[src/rtl/cfg_loader_pkg.sv]
// ---------------------------------------------------------------------------
// cfg_loader_pkg
// Shared types and helpers for the configuration-chain loader.
//   state_t    : loader FSM states (IDLE, LOAD, SHIFT, DONE)
//   CRC8_POLY  : CRC-8 generator polynomial (x^8 + x^2 + x + 1)
//   CRC8_INIT  : CRC-8 register start value
//   crc8_bit() : advance a CRC-8 register by one serial bit
// ---------------------------------------------------------------------------
package cfg_loader_pkg;

    localparam int unsigned BYTE_W    = 8;
    localparam int unsigned BIT_IDX_W = 3;

    typedef enum logic [1:0] {
        IDLE  = 2'd0,
        LOAD  = 2'd1,
        SHIFT = 2'd2,
        DONE  = 2'd3
    } state_t;

    localparam logic [BYTE_W-1:0] CRC8_POLY = 8'h07;
    localparam logic [BYTE_W-1:0] CRC8_INIT = 8'h00;

    // MSB-first serial CRC step: feedback is the outgoing MSB xor the new bit
    function automatic logic [BYTE_W-1:0] crc8_bit(input logic [BYTE_W-1:0] crc,
                                                   input logic              din);
        logic fb;
        fb = crc[BYTE_W-1] ^ din;
        return {crc[BYTE_W-2:0], 1'b0} ^ (fb ? CRC8_POLY : {BYTE_W{1'b0}});
    endfunction

endpackage

[src/rtl/cfg_crc8_serial.sv]
// ---------------------------------------------------------------------------
// cfg_crc8_serial
// Bit-serial CRC-8 register with synchronous clear and enable.
// Only compiled when CFG_CRC_EN is defined (the loader instantiates it
// only in that build).
// Ports:
//   clk   : clock
//   reset : synchronous active-high reset, loads CRC8_INIT
//   clr   : synchronous clear to CRC8_INIT (wins over en)
//   en    : absorb din this cycle
//   din   : serial data bit
//   crc   : current CRC value
// ---------------------------------------------------------------------------
`ifdef CFG_CRC_EN
module cfg_crc8_serial
    import cfg_loader_pkg::*;
(
    input  logic              clk,
    input  logic              reset,
    input  logic              clr,
    input  logic              en,
    input  logic              din,
    output logic [BYTE_W-1:0] crc
);

    // CRC register
    always_ff @(posedge clk) begin
        if (reset || clr) begin
            crc <= CRC8_INIT;
        end else if (en) begin
            crc <= crc8_bit(crc, din);
        end
    end

endmodule
`endif

[src/rtl/fpga_cfg_chain_loader.sv]
// ---------------------------------------------------------------------------
// fpga_cfg_chain_loader
// Transmitter end of the fabric configuration chain. Accepts the bitstream
// as bytes over valid/ready and shifts it MSB first into the ccff chain,
// one bit per clk, for exactly CHAIN_LEN bits, then flags completion.
// Optional build macro CFG_CRC_EN: a CRC-8 over every shifted bit is checked
// against one trailer byte accepted after the last chain bit.
// Ports:
//   clk           : single clock
//   reset         : synchronous active-high reset
//   start         : begin a load (honoured in IDLE or DONE only)
//   in_data       : bitstream byte, MSB shifted first
//   in_valid      : in_data valid
//   in_ready      : byte accepted this cycle when in_valid is high
//   ccff_head     : serial data into the chain head
//   prog_shift_en : chain advances on clk edges where high
//   busy          : load in progress (LOAD or SHIFT)
//   done          : chain fully programmed
//   crc_err       : trailer mismatch (constant 0 without CFG_CRC_EN)
// ---------------------------------------------------------------------------
module fpga_cfg_chain_loader
    import cfg_loader_pkg::*;
#(
    parameter int unsigned CHAIN_LEN = 1024
) (
    input  logic              clk,
    input  logic              reset,
    input  logic              start,
    input  logic [BYTE_W-1:0] in_data,
    input  logic              in_valid,
    output logic              in_ready,
    output logic              ccff_head,
    output logic              prog_shift_en,
    output logic              busy,
    output logic              done,
    output logic              crc_err
);

    localparam int unsigned      CNT_W    = $clog2(CHAIN_LEN + 1);
    localparam logic [CNT_W-1:0] LAST_CNT = CNT_W'(CHAIN_LEN);
`ifdef CFG_CRC_EN
    localparam bit CRC_ON = 1'b1;
`else
    localparam bit CRC_ON = 1'b0;
`endif

    state_t                 state_q, state_d;
    logic [CNT_W-1:0]       cnt_q, cnt_d, cnt_inc;
    logic [BIT_IDX_W-1:0]   bit_q, bit_d;
    // Bits 6..0 of the byte shift register; bit 7 is the ccff_head register
    logic [BYTE_W-2:0]      rest_q, rest_d;

    logic in_ready_d, ccff_head_d, prog_shift_en_d, busy_d, done_d;
    logic start_ok, accept, trailer, last_chain, byte_end;

    // Event decode shared by the FSM and datapath
    always_comb begin
        cnt_inc    = cnt_q + CNT_W'(1);
        start_ok   = start && ((state_q == IDLE) || (state_q == DONE));
        accept     = (state_q == LOAD) && in_valid;
        // With the CRC trailer, a LOAD after a full chain takes the check byte
        trailer    = CRC_ON && (cnt_q == LAST_CNT);
        last_chain = (cnt_inc == LAST_CNT);
        byte_end   = (bit_q == BIT_IDX_W'(BYTE_W - 1)) || last_chain;
    end

    // State register
    always_ff @(posedge clk) begin
        if (reset) begin
            state_q <= IDLE;
        end else begin
            state_q <= state_d;
        end
    end

    // Next-state logic
    always_comb begin
        state_d = state_q;
        case (state_q)
            IDLE:    if (start) state_d = LOAD;
            LOAD:    if (accept) state_d = trailer ? DONE : SHIFT;
            SHIFT:   if (byte_end) state_d = (last_chain && !CRC_ON) ? DONE : LOAD;
            DONE:    if (start) state_d = LOAD;
            default: state_d = IDLE;
        endcase
    end

    // Output / datapath next values; outputs are registered off state_d so
    // they line up with the state they describe
    always_comb begin
        in_ready_d      = (state_d == LOAD);
        busy_d          = (state_d == LOAD) || (state_d == SHIFT);
        done_d          = (state_d == DONE);
        prog_shift_en_d = (state_d == SHIFT);
        ccff_head_d     = ccff_head;
        rest_d          = rest_q;
        bit_d           = bit_q;
        cnt_d           = cnt_q;

        if (start_ok) begin
            cnt_d = '0;
        end

        if (accept && !trailer) begin
            ccff_head_d = in_data[BYTE_W-1];
            rest_d      = in_data[BYTE_W-2:0];
            bit_d       = '0;
        end

        if (state_q == SHIFT) begin
            cnt_d  = cnt_inc;
            bit_d  = bit_q + BIT_IDX_W'(1);
            rest_d = {rest_q[BYTE_W-3:0], 1'b0};
            // Head holds the last shifted bit once the byte (or chain) ends;
            // any unshifted low bits of a partial final byte are dropped
            if (!byte_end) begin
                ccff_head_d = rest_q[BYTE_W-2];
            end
        end
    end

    // Output and datapath registers
    always_ff @(posedge clk) begin
        if (reset) begin
            in_ready      <= 1'b0;
            ccff_head     <= 1'b0;
            prog_shift_en <= 1'b0;
            busy          <= 1'b0;
            done          <= 1'b0;
            cnt_q         <= '0;
            bit_q         <= '0;
            rest_q        <= '0;
        end else begin
            in_ready      <= in_ready_d;
            ccff_head     <= ccff_head_d;
            prog_shift_en <= prog_shift_en_d;
            busy          <= busy_d;
            done          <= done_d;
            cnt_q         <= cnt_d;
            bit_q         <= bit_d;
            rest_q        <= rest_d;
        end
    end

`ifdef CFG_CRC_EN
    logic [BYTE_W-1:0] crc_val;

    // CRC sees exactly the bits presented to the chain
    cfg_crc8_serial u_crc (
        .clk   (clk),
        .reset (reset),
        .clr   (start_ok),
        .en    (prog_shift_en),
        .din   (ccff_head),
        .crc   (crc_val)
    );

    // Trailer compare; result held through DONE until the next start
    always_ff @(posedge clk) begin
        if (reset || start_ok) begin
            crc_err <= 1'b0;
        end else if (accept && trailer) begin
            crc_err <= (in_data != crc_val);
        end
    end
`else
    assign crc_err = 1'b0;
`endif

endmodule

[config.mk]
export PLATFORM = sky130hd
export DESIGN_NAME = fpga_cfg_chain_loader
export DESIGN_NICKNAME = d
export VERILOG_FILES = /design/src/rtl/cfg_loader_pkg.sv /design/src/rtl/cfg_crc8_serial.sv /design/src/rtl/fpga_cfg_chain_loader.sv
export SDC_FILE = /design/constraint.sdc
export NUM_CORES = 1
export LEC_CHECK = 0
export CORE_AREA = 5 5 61 63
export DETAILED_ROUTE_END_ITERATION = 6
export DIE_AREA = 0 0 66 68
export PLACE_DENSITY = 0.75
export SETUP_SLACK_MARGIN = 0.1
export SYNTH_ARGS = -nofsm -noshare
export SYNTH_HDL_FRONTEND = slang
export SYNTH_HIERARCHICAL = 1
export SYNTH_SLANG_ARGS = --single-unit
[constraint.sdc]
create_clock -name clk -period 3.1 [get_ports clk]
set_clock_uncertainty 0.1 [all_clocks]
set_input_delay 0.62 -clock clk [delete_from_list [all_inputs] [get_ports clk]]
set_output_delay 0.62 -clock clk [all_outputs]
set_load 0.02 [all_outputs]
Word level (Yosys, flattened, before mapping) --
Cells that the tools add are included.
Operators by class: muxes and demuxes 14, $add $sub $neg 2, shift operators 0, reductions and logical operators 10, eq/ne operators 8, $mul 0, order comparisons 0, div/mod/pow operators 0, bitwise logic cells 0
Operator list (number):
- two-way mux 11 bit | 2
- two-way mux 7 bit | 2
- adder 11 x 1 -> 11 bit, second input constant | 1
- equality test 11 bit, second input constant | 1
- equality test 2 bit, second input constant | 4
- two-way mux 2 bit | 4
- two-way mux 3 bit | 2
- one-hot mux 2 bit (3 select lines) | 1
- equality test 2 x 1 -> 1 bit, second input constant | 2
- nonzero test 2 bit | 2
- OR reduction 2 bit | 2
- adder 3 x 1 -> 3 bit, second input constant | 1
- equality test 3 bit, second input constant | 1
- logical OR 1 bit | 3
- two-way mux 1 bit | 3
- logical AND 1 bit | 2
- zero test 2 bit | 1
Storage, ports and cells: logic and storage cells 44, bits of input ports 12, register bits after elaboration 28, memories kept 0, RAM bits 0, bits in latches 0, bits in read-only memories 0

Longest topological paths before layout --
Gate-level depths: netlist (run 1).
depth in word-level cells 7, depth in mapped cells 10, depth with buffers taken out 9

Worst setup path after synthesis (run 1) --
OpenSTA, ideal clock, no wires.
path type reg2reg, start register cnt_q[0], end register busy, cell stages (with the launch flop) 10, data required time 2.933 ns, arrival 2.382 ns, buffers on the path 1, path slack 0.551 ns, library setup time 0.067 ns, path through dfxtp_1 > ha_1 > buf_2 > xnor2_1 > or4_1 > a22o_1 > or3_1 > and2_1 > ha_1 > nor2_1
Between the ends: longest elaborated chain between the ends 7, elaborated cells between the ends (all ways) 9, classes of those cells 1 x add/sub; 3 x eq/ne; 3 x mux; 2 x reduce/logical
RTL lines:
- start: declaration | RTL line fpga_cfg_chain_loader.sv:48 | logic [CNT_W-1:0] cnt_q, cnt_d, cnt_inc;
- start signal: assignment | RTL line fpga_cfg_chain_loader.sv:139 | cnt_q <= cnt_d;
- adder 11 x 1 -> 11 bit * | RTL line fpga_cfg_chain_loader.sv:58 | cnt_inc = cnt_q + CNT_W'(1);
- equality test 11 bit * | RTL line fpga_cfg_chain_loader.sv:63 | last_chain = (cnt_inc == LAST_CNT);
- two-way mux 2 bit or logical OR 1 bit (tied branches) | RTL line fpga_cfg_chain_loader.sv:82, fpga_cfg_chain_loader.sv:64
- two-way mux 2 bit * | RTL line fpga_cfg_chain_loader.sv:82 | SHIFT: if (byte_end) state_d = (last_chain && !CRC_ON) ? DONE : LOAD;
- one-hot mux 2 bit (3 select lines) * | RTL line fpga_cfg_chain_loader.sv:79 | case (state_q)
- equality test 2 x 1 -> 1 bit or equality test 2 bit (tied branches) | RTL line fpga_cfg_chain_loader.sv:92 | busy_d = (state_d == LOAD) || (state_d == SHIFT);
- logical OR 1 bit * | RTL line fpga_cfg_chain_loader.sv:92
- end signal: assignment | RTL line fpga_cfg_chain_loader.sv:137 | busy <= busy_d;
- end: declaration | RTL line fpga_cfg_chain_loader.sv:34 | output logic busy,
Mark *: on every way between the ends. The rest lies on a longest branch, timed or not. A chain may end at the register's enable or synchronous reset.

Worst setup path after layout (run 1) --
Same ends and word-level chain as after synthesis.

==> flow_metrics.py, run 1 <==
metrics = {
    "yosys": {
        "synth_area_sq_um": 1620,
        "seq_area_frac_synth_pct": 34.6,
        "async_flop_share_pct": 0,
        "yosysUniqueCellTypes": 41,
        "synth-seq-cells": 28,
        "synth-edff-count": 0,
        "synthesis.nets": 231,
        "synth_ff_type": "dfxtp_1",
        "synth_warnings": 6,
        "syn_inst": 209,
        "synth_area_per_cell_sq_um": 7.75,
    },
    "sta": {
        "totalNegativeSetupSlack_ns": 0,
        "worstMarginPinSlew_ns": 0.711,
        "drv_slew": 0,
        "rsz0062_at_grt": "false",
        "setup_violations": 0,
        "fin_ws_ns": 0.356,
        "fin_crit_ns": 2.74,
        "clock.fmax_ghz": 0.364,
        "fin_crit_sh_pct": 88.5,
        "finalHoldViolCount": 0,
        "slew_headroom_pct": 52.0,
    },
    "setup_path": {
        "rr_startpoint": "cnt_q[0]$_SDFFE_PP0P_",
        "r2r_slack_ns": 0.36,
        "endpoint": "busy$_SDFF_PP0_",
        "path_max_fanout": 7,
        "crit_path_end_kind": "flip-flop",
        "path_cells": "ha_1 -> xnor2_1 -> or4_1 -> a22o_1 -> or3_1 -> and2_1 -> ha_1 -> nor2_1",
        "crit_family": "simple AND/OR/NAND/NOR gates",
        "arrival_ns": 2.91,
        "cp_common_cell": "ha_1",
        "worstPathRequired_ns": 3.26,
        "crit_start": "cnt_q[0]$_SDFFE_PP0P_",
        "reg2reg_depth": 8,
        "cpPeakStageDelay_ns": 0.50,
        "cp-start-kind": "flip-flop",
        "timing.rr.end": "busy$_SDFF_PP0_",
        "cp_num_cells": 8,
        "critPathBufInv": 0,
        "critPathKind": "reg -> reg",
        "cp_slowest_cell": "dfxtp_1",
    },
    "route": {
        "top_layer": "met4",
        "num_vias": 1417,
        "ant_nets": 0,
        "drt-initial-drc-count": 81,
        "first_pass_iters": 4,
        "drc": 0,
        "wl_per_cell_um": 12.5,
        "wl_met1_mm": 1.56,
        "wl_met2_mm": 1.57,
        "routed_wl_mm": 3.29,
        "wl_met3_um": 116,
        "vias_per_cell": 5.39,
    },
    "die": {
        "ioPinCount": 18,
        "initial_utilization_pct": 50.9,
        "die_w_um": 66,
        "die_h_um": 68,
        "dieArea_sq_um": 4490,
        "rows": 21,
        "fp.coreArea_sq_um": 3180,
    },
    "final_layout": {
        "final-seq-area_sq_um": 561,
        "diodes": 0,
        "multi_input_area_sq_um": 936,
        "post_route_cells_drive_above_1_share_pct": 6.91,
        "area_delta_synth_final_pct": 13.5,
        "fin_nets": 240,
        "nFillCells": 301,
    },
    "placed_design": {
        "hpwl_mm": 2.29,
        "place_ws_ns": 0.394,
        "io_buffers": 16,
        "place.gp.congestion": 0.801,
    },
    "power_and_ir_drop": {
        "seq_power_share_pct": 48.6,
        "power_density_nw_per_um2": 436,
        "power.internal_uw": 586,
        "switching_power_uw": 215,
        "ir_worst_vdd_mv": 0.201,
        "pwr-share-clk_pct": 30.1,
        "pwr-share-comb_pct": 21.3,
        "switching_share_pct": 26.8,
        "leakagePower_nw": 0.721,
    },
    "clocking": {
        "cts_hold_buffers": 0,
        "cts_max_level": 1,
        "cts.sinks": 28,
        "postCtsSetupRepairBufs": 0,
        "clock_latency_ns": 0.33,
        "cts_tree": "built",
        "root_buffer": "clkbuf_4",
        "cts_made_buffers": 3,
        "path_clk_slew_ns": 0.16,
        "clk_path_buf_depth": 2,
        "cts-resized-gates": 0,
    },
    "global_routing": {
        "grt_pass1_wl_mm": 5.60,
        "first_global_vias": 1306,
        "antenna_found_initial": 0,
        "grt_start_max_net_pins": 31,
        "grt_usage_pct": 15.6,
        "grt.overflow.total": 0,
    },
    "worst_hold_path": {
        "hp-start": "rest_q[5]$_SDFFE_PP0P_",
        "hold_path_class": "reg -> reg",
    },
    "outcome": {
        "outcome": "finished, final reports clean",
    },
    "run": {
        "max_cap_violations": 0,
    },
}
-- flip-flops by register name, summed over array words and instances, names as in the netlist, 2 cells and up --
signal	flops
cnt_q	11
rest_q	7
bit_q	3
state_q	2
-- how the worst min path moves through the flow --
stage,to,slack (ns),depth (start not counted)
2_1_floorplan,rest_q[1]$_SDFFE_PP0P_,0.36,2
3_3_place_gp,rest_q[5]$_SDFFE_PP0P_,0.37,2
3_5_place_dp,rest_q[6]$_SDFFE_PP0P_,0.37,2
4_1_cts,rest_q[6]$_SDFFE_PP0P_,0.41,2
5_1_grt,rest_q[6]$_SDFFE_PP0P_,0.43,2
6_report,rest_q[6]$_SDFFE_PP0P_,0.41,2
-- cell families after synthesis --
group                      Yosys count  synth area share [%]
other                                1                 0.232
DFF                                 28                  34.6
AOI/OAI and AO/OA                   52                  19.0
xor gates and xnor gates             4                  2.16
muxes                                4                  2.55
buffers and inverters               26                  7.57
and+or+nand+nor                     84                  26.1
adders and majority gates           10                  7.73
-- synthesized netlist by cell type, drive strengths merged, types with 3 or more instances --
cell	n	share of area (%)
nand2	18	4.6
nand3b	3	1.4
nand3	11	3.4
a21oi	30	9.3
nor2	24	5.6
dfxtp	28	35
ha	10	7.7
nor2b	5	1.9
nor4	4	1.5
clkbuf	8	1.9
nand4	3	1.5
nor3	7	2.2
inv	9	2.1
buf	9	3.6
mux2i	3	1.9
o21ai	10	3.1
and3	4	1.5
-- cell type report --
| type | instances | share of cell area, % |
|---|---|---|
| Clock buffer | 3 | 1.23 |
| Clock inverter | 1 | 1.63 |
| Inverter | 9 | 1.84 |
| Multi-Input combinational cell | 155 | 50.9 |
| Sequential cell | 28 | 30.5 |
| Tap cell | 46 | 3.13 |
| Timing Repair Buffer | 21 | 10.8 |
-- worst register-to-register path, stage by stage (launching register included) --
cell and delay, ns:
dfxtp_1 0.50, ha_1 0.36, xnor2_1 0.09, or4_1 0.46, a22o_1 0.27, or3_1 0.34
and2_1 0.17, ha_1 0.28, nor2_1 0.09
-- through the flow --
step | util, % | hold WS (ns) | instances | total power, mW | instance area, sq um
detailed placement | 56.2 | 0.372 | 259 | 0.568 | 1790
floorplan | - | 0.355 | 209 | 0.508 | 1620
CTS | 57.8 | 0.411 | 263 | 0.811 | 1840
global route | 57.8 | 0.432 | 263 | 0.844 | 1840
finish | 57.8 | 0.407 | 263 | 0.801 | 1840
global placement | 56.2 | 0.368 | 259 | 0.566 | 1790
-- routing by layer --
metal | global-route usage (%) | vias up
met4 | 7.11 | 0
met5 | 0 | -
li1 | - | 743
met3 | 1.48 | 4
met2 | 27.2 | 28
met1 | 19.6 | 642
-- cells in the final DEF (no fill, tap or decap), drive strengths merged, types with 2 or more instances in the layout --
cell type      netlist  routed
o21ai               10      10
o31ai                2       2
dfxtp               28      28
nand3               11      11
and3                 4       4
nor2b                5       5
o311ai               2       2
inv                  9       9
nor2                24      24
a211o                2       2
a21oi               30      30
xnor2                2       2
nor4                 4       4
buf                  9       5
nor3                 7       7
nand4                3       3
mux2i                3       3
ha                  10      10
clkbuf               8       3
xor2                 2       2
clkdlybuf4s50        0      16
nand2               18      18
nand3b               3       3
-- power by group through the flow --
stage	clock network, mW	logic [mW]	registers (mW)
after floorplan	0	0.103	0.405
after global placement	0	0.169	0.397
after detailed placement	0	0.170	0.397
after CTS	0.251	0.171	0.390
after global routing	0.258	0.194	0.391
final	0.241	0.170	0.389
No activity file was read; power rests on OpenSTA's default activity.
==> run 2, diff against run 1 <==
--- a/config.mk
+++ b/config.mk
@@ -8,7 +8,7 @@
 export CORE_AREA = 5 5 61 63
 export DETAILED_ROUTE_END_ITERATION = 6
 export DIE_AREA = 0 0 66 68
-export PLACE_DENSITY = 0.75
+export PLACE_DENSITY = 0.82
 export SETUP_SLACK_MARGIN = 0.1
 export SYNTH_ARGS = -nofsm -noshare
 export SYNTH_HDL_FRONTEND = slang
==> run 2 against run 1 <==
Net effect: first-iteration DRC count shrank 6.2%; routed wire length shrank 0.91%; critical path depth unchanged; clock-buffer cell count unchanged; maximum frequency grew 0.59%; largest cell class unchanged; hold slack got worse by 0.0035 ns.
==> flow_metrics.py, run 2 (synthesis results as in run 1) <==
metrics = {
    "outcome": {
        "outcome": "finished, final reports clean",
    },
    "clocking": {
        "postCtsSetupRepairBufs": 0,
        "cts_max_level": 1,
        "cts_made_buffers": 3,
        "clock_latency_ns": 0.34,
        "cts-resized-gates": 0,
        "cts_tree": "built",
        "clk_path_buf_depth": 2,
        "path_clk_slew_ns": 0.15,
        "cts_hold_buffers": 0,
        "root_buffer": "clkbuf_4",
        "cts.sinks": 28,
    },
    "sta": {
        "worstMarginPinSlew_ns": 0.780,
        "fin_crit_sh_pct": 88.0,
        "drv_slew": 0,
        "slew_headroom_pct": 47.3,
        "clock.fmax_ghz": 0.367,
        "rsz0062_at_grt": "false",
        "fin_ws_ns": 0.372,
        "totalNegativeSetupSlack_ns": 0,
        "setup_violations": 0,
        "fin_crit_ns": 2.73,
        "finalHoldViolCount": 0,
    },
    "worst_hold_path": {
        "holdPathStages": 2,
        "hold_path_class": "reg -> reg",
        "hp-start": "rest_q[5]$_SDFFE_PP0P_",
        "whs_endpoint": "rest_q[6]$_SDFFE_PP0P_",
    },
    "route": {
        "drc": 0,
        "vias_per_cell": 5.41,
        "routed_wl_mm": 3.26,
        "wl_per_cell_um": 12.4,
        "ant_nets": 0,
        "first_pass_iters": 4,
        "drt-initial-drc-count": 76,
        "num_vias": 1423,
    },
    "setup_path": {
        "timing.rr.end": "busy$_SDFF_PP0_",
        "critPathKind": "reg -> reg",
        "crit_path_end_kind": "flip-flop",
        "cp-start-kind": "flip-flop",
        "rr_startpoint": "cnt_q[0]$_SDFFE_PP0P_",
        "worstPathRequired_ns": 3.27,
        "arrival_ns": 2.90,
        "path_max_fanout": 7,
        "r2r_slack_ns": 0.37,
        "reg2reg_depth": 8,
    },
    "global_routing": {
        "grt.overflow.total": 0,
        "grt_pass1_wl_mm": 5.73,
        "antenna_found_initial": 0,
        "grt_start_max_net_pins": 31,
        "grt_usage_pct": 16.4,
        "first_global_vias": 1345,
    },
    "final_layout": {
        "area_delta_synth_final_pct": 13.5,
        "utilization_pct": 57.8,
        "fin_nets": 240,
        "largest_register_ffs": 11,
        "post_route_cells_drive_above_1_share_pct": 6.91,
        "layout_commonest_cell": "a21oi_1",
        "top_regs": "cnt_q (11), rest_q (7), bit_q (3)",
        "layoutNonFillerInstCount": 263,
        "diodes": 0,
        "final_cell_mix": "a21oi_1 (30), dfxtp_1 (28), nor2_1 (24)",
        "nFillCells": 286,
        "regMostFlops": "cnt_q",
    },
    "run": {
        "max_cap_violations": 0,
    },
    "placed_design": {
        "hpwl_mm": 2.35,
        "place_ws_ns": 0.407,
        "place.gp.congestion": 0.787,
        "io_buffers": 16,
        "dp_cells": 259,
    },
    "die": {
        "die_h_um": 68,
        "rows": 21,
        "dieArea_sq_um": 4490,
        "fp.coreArea_sq_um": 3180,
        "die_w_um": 66,
        "ioPinCount": 18,
        "initial_utilization_pct": 50.9,
    },
    "power_and_ir_drop": {
        "leakagePower_nw": 0.721,
        "power_density_nw_per_um2": 437,
        "ir_worst_vdd_mv": 0.199,
    },
}
## run 2: critical path: stages (launching register included)
cell and delay (ns):
dfxtp_1 0.49, ha_1 0.34, xnor2_1 0.08, or4_1 0.46, a22o_1 0.28, or3_1 0.34, and2_1 0.17, ha_1 0.29
nor2_1 0.10
## run 2: area by class of cell
| type | instances | area (sq um) | share of cell area, % |
|---|---|---|---|
| multi-input combinational | 155 | 936 | 50.9 |
| clock inverter | 1 | 30.0 | 1.63 |
| tap | 46 | 57.6 | 3.13 |
| clock buffer | 3 | 22.5 | 1.23 |
| inverter | 9 | 33.8 | 1.84 |
| sequential | 28 | 561 | 30.5 |
| timing repair buffer | 21 | 198 | 10.8 |
## run 2: how the worst max path moves through the flow
stage | from | to | slack [ns] | depth (start not counted)
CTS | cnt_q[0]$_SDFFE_PP0P_ | busy$_SDFF_PP0_ | 0.37 | 8
global placement | cnt_q[0]$_SDFFE_PP0P_ | busy$_SDFF_PP0_ | 0.48 | 8
detailed placement | cnt_q[0]$_SDFFE_PP0P_ | busy$_SDFF_PP0_ | 0.41 | 8
floorplan | cnt_q[0]$_SDFFE_PP0P_ | busy$_SDFF_PP0_ | 0.55 | 9
finish | cnt_q[0]$_SDFFE_PP0P_ | busy$_SDFF_PP0_ | 0.37 | 8
global route | cnt_q[0]$_SDFFE_PP0P_ | busy$_SDFF_PP0_ | 0.19 | 8
## run 2: layer usage
metal | global-route usage (%) | vias to the layer above | part of all wire (%) | wire length (um)
met5 | 0 | - | 0 | 0
met4 | 8.63 | 0 | 2.1 | 67
met3 | 2.63 | 5 | 2.0 | 66
met2 | 29.8 | 16 | 50 | 1640
met1 | 18.6 | 660 | 45 | 1480
li1 | - | 742 | - | -
## run 2: report_power, final
group	internal (mW)	total [mW]	switching [mW]	leakage [nW]
Combinational	0.0775	0.172	0.0945	0.467
Sequential	0.378	0.389	0.0107	0.226
Clock	0.131	0.241	0.110	0.0279
## run 2: stage by stage
stage / hold WS, ns / cell area, sq um / power, mW
2_1_floorplan: 0.355 / 1620 / 0.508
6_report: 0.403 / 1840 / 0.802
3_5_place_dp: 0.368 / 1790 / 0.570
4_1_cts: 0.405 / 1840 / 0.810
3_3_place_gp: 0.368 / 1790 / 0.564
5_1_grt: 0.449 / 1840 / 0.847
==> run 3, diff against run 2 <==
--- a/config.mk
+++ b/config.mk
@@ -10,6 +10,7 @@
 export DIE_AREA = 0 0 66 68
 export PLACE_DENSITY = 0.82
 export SETUP_SLACK_MARGIN = 0.1
+export SLEW_MARGIN = 20
 export SYNTH_ARGS = -nofsm -noshare
 export SYNTH_HDL_FRONTEND = slang
 export SYNTH_HIERARCHICAL = 1
==> results of run 3 <==
No change in the layout: final DEF, timing and power equal those of run 2.
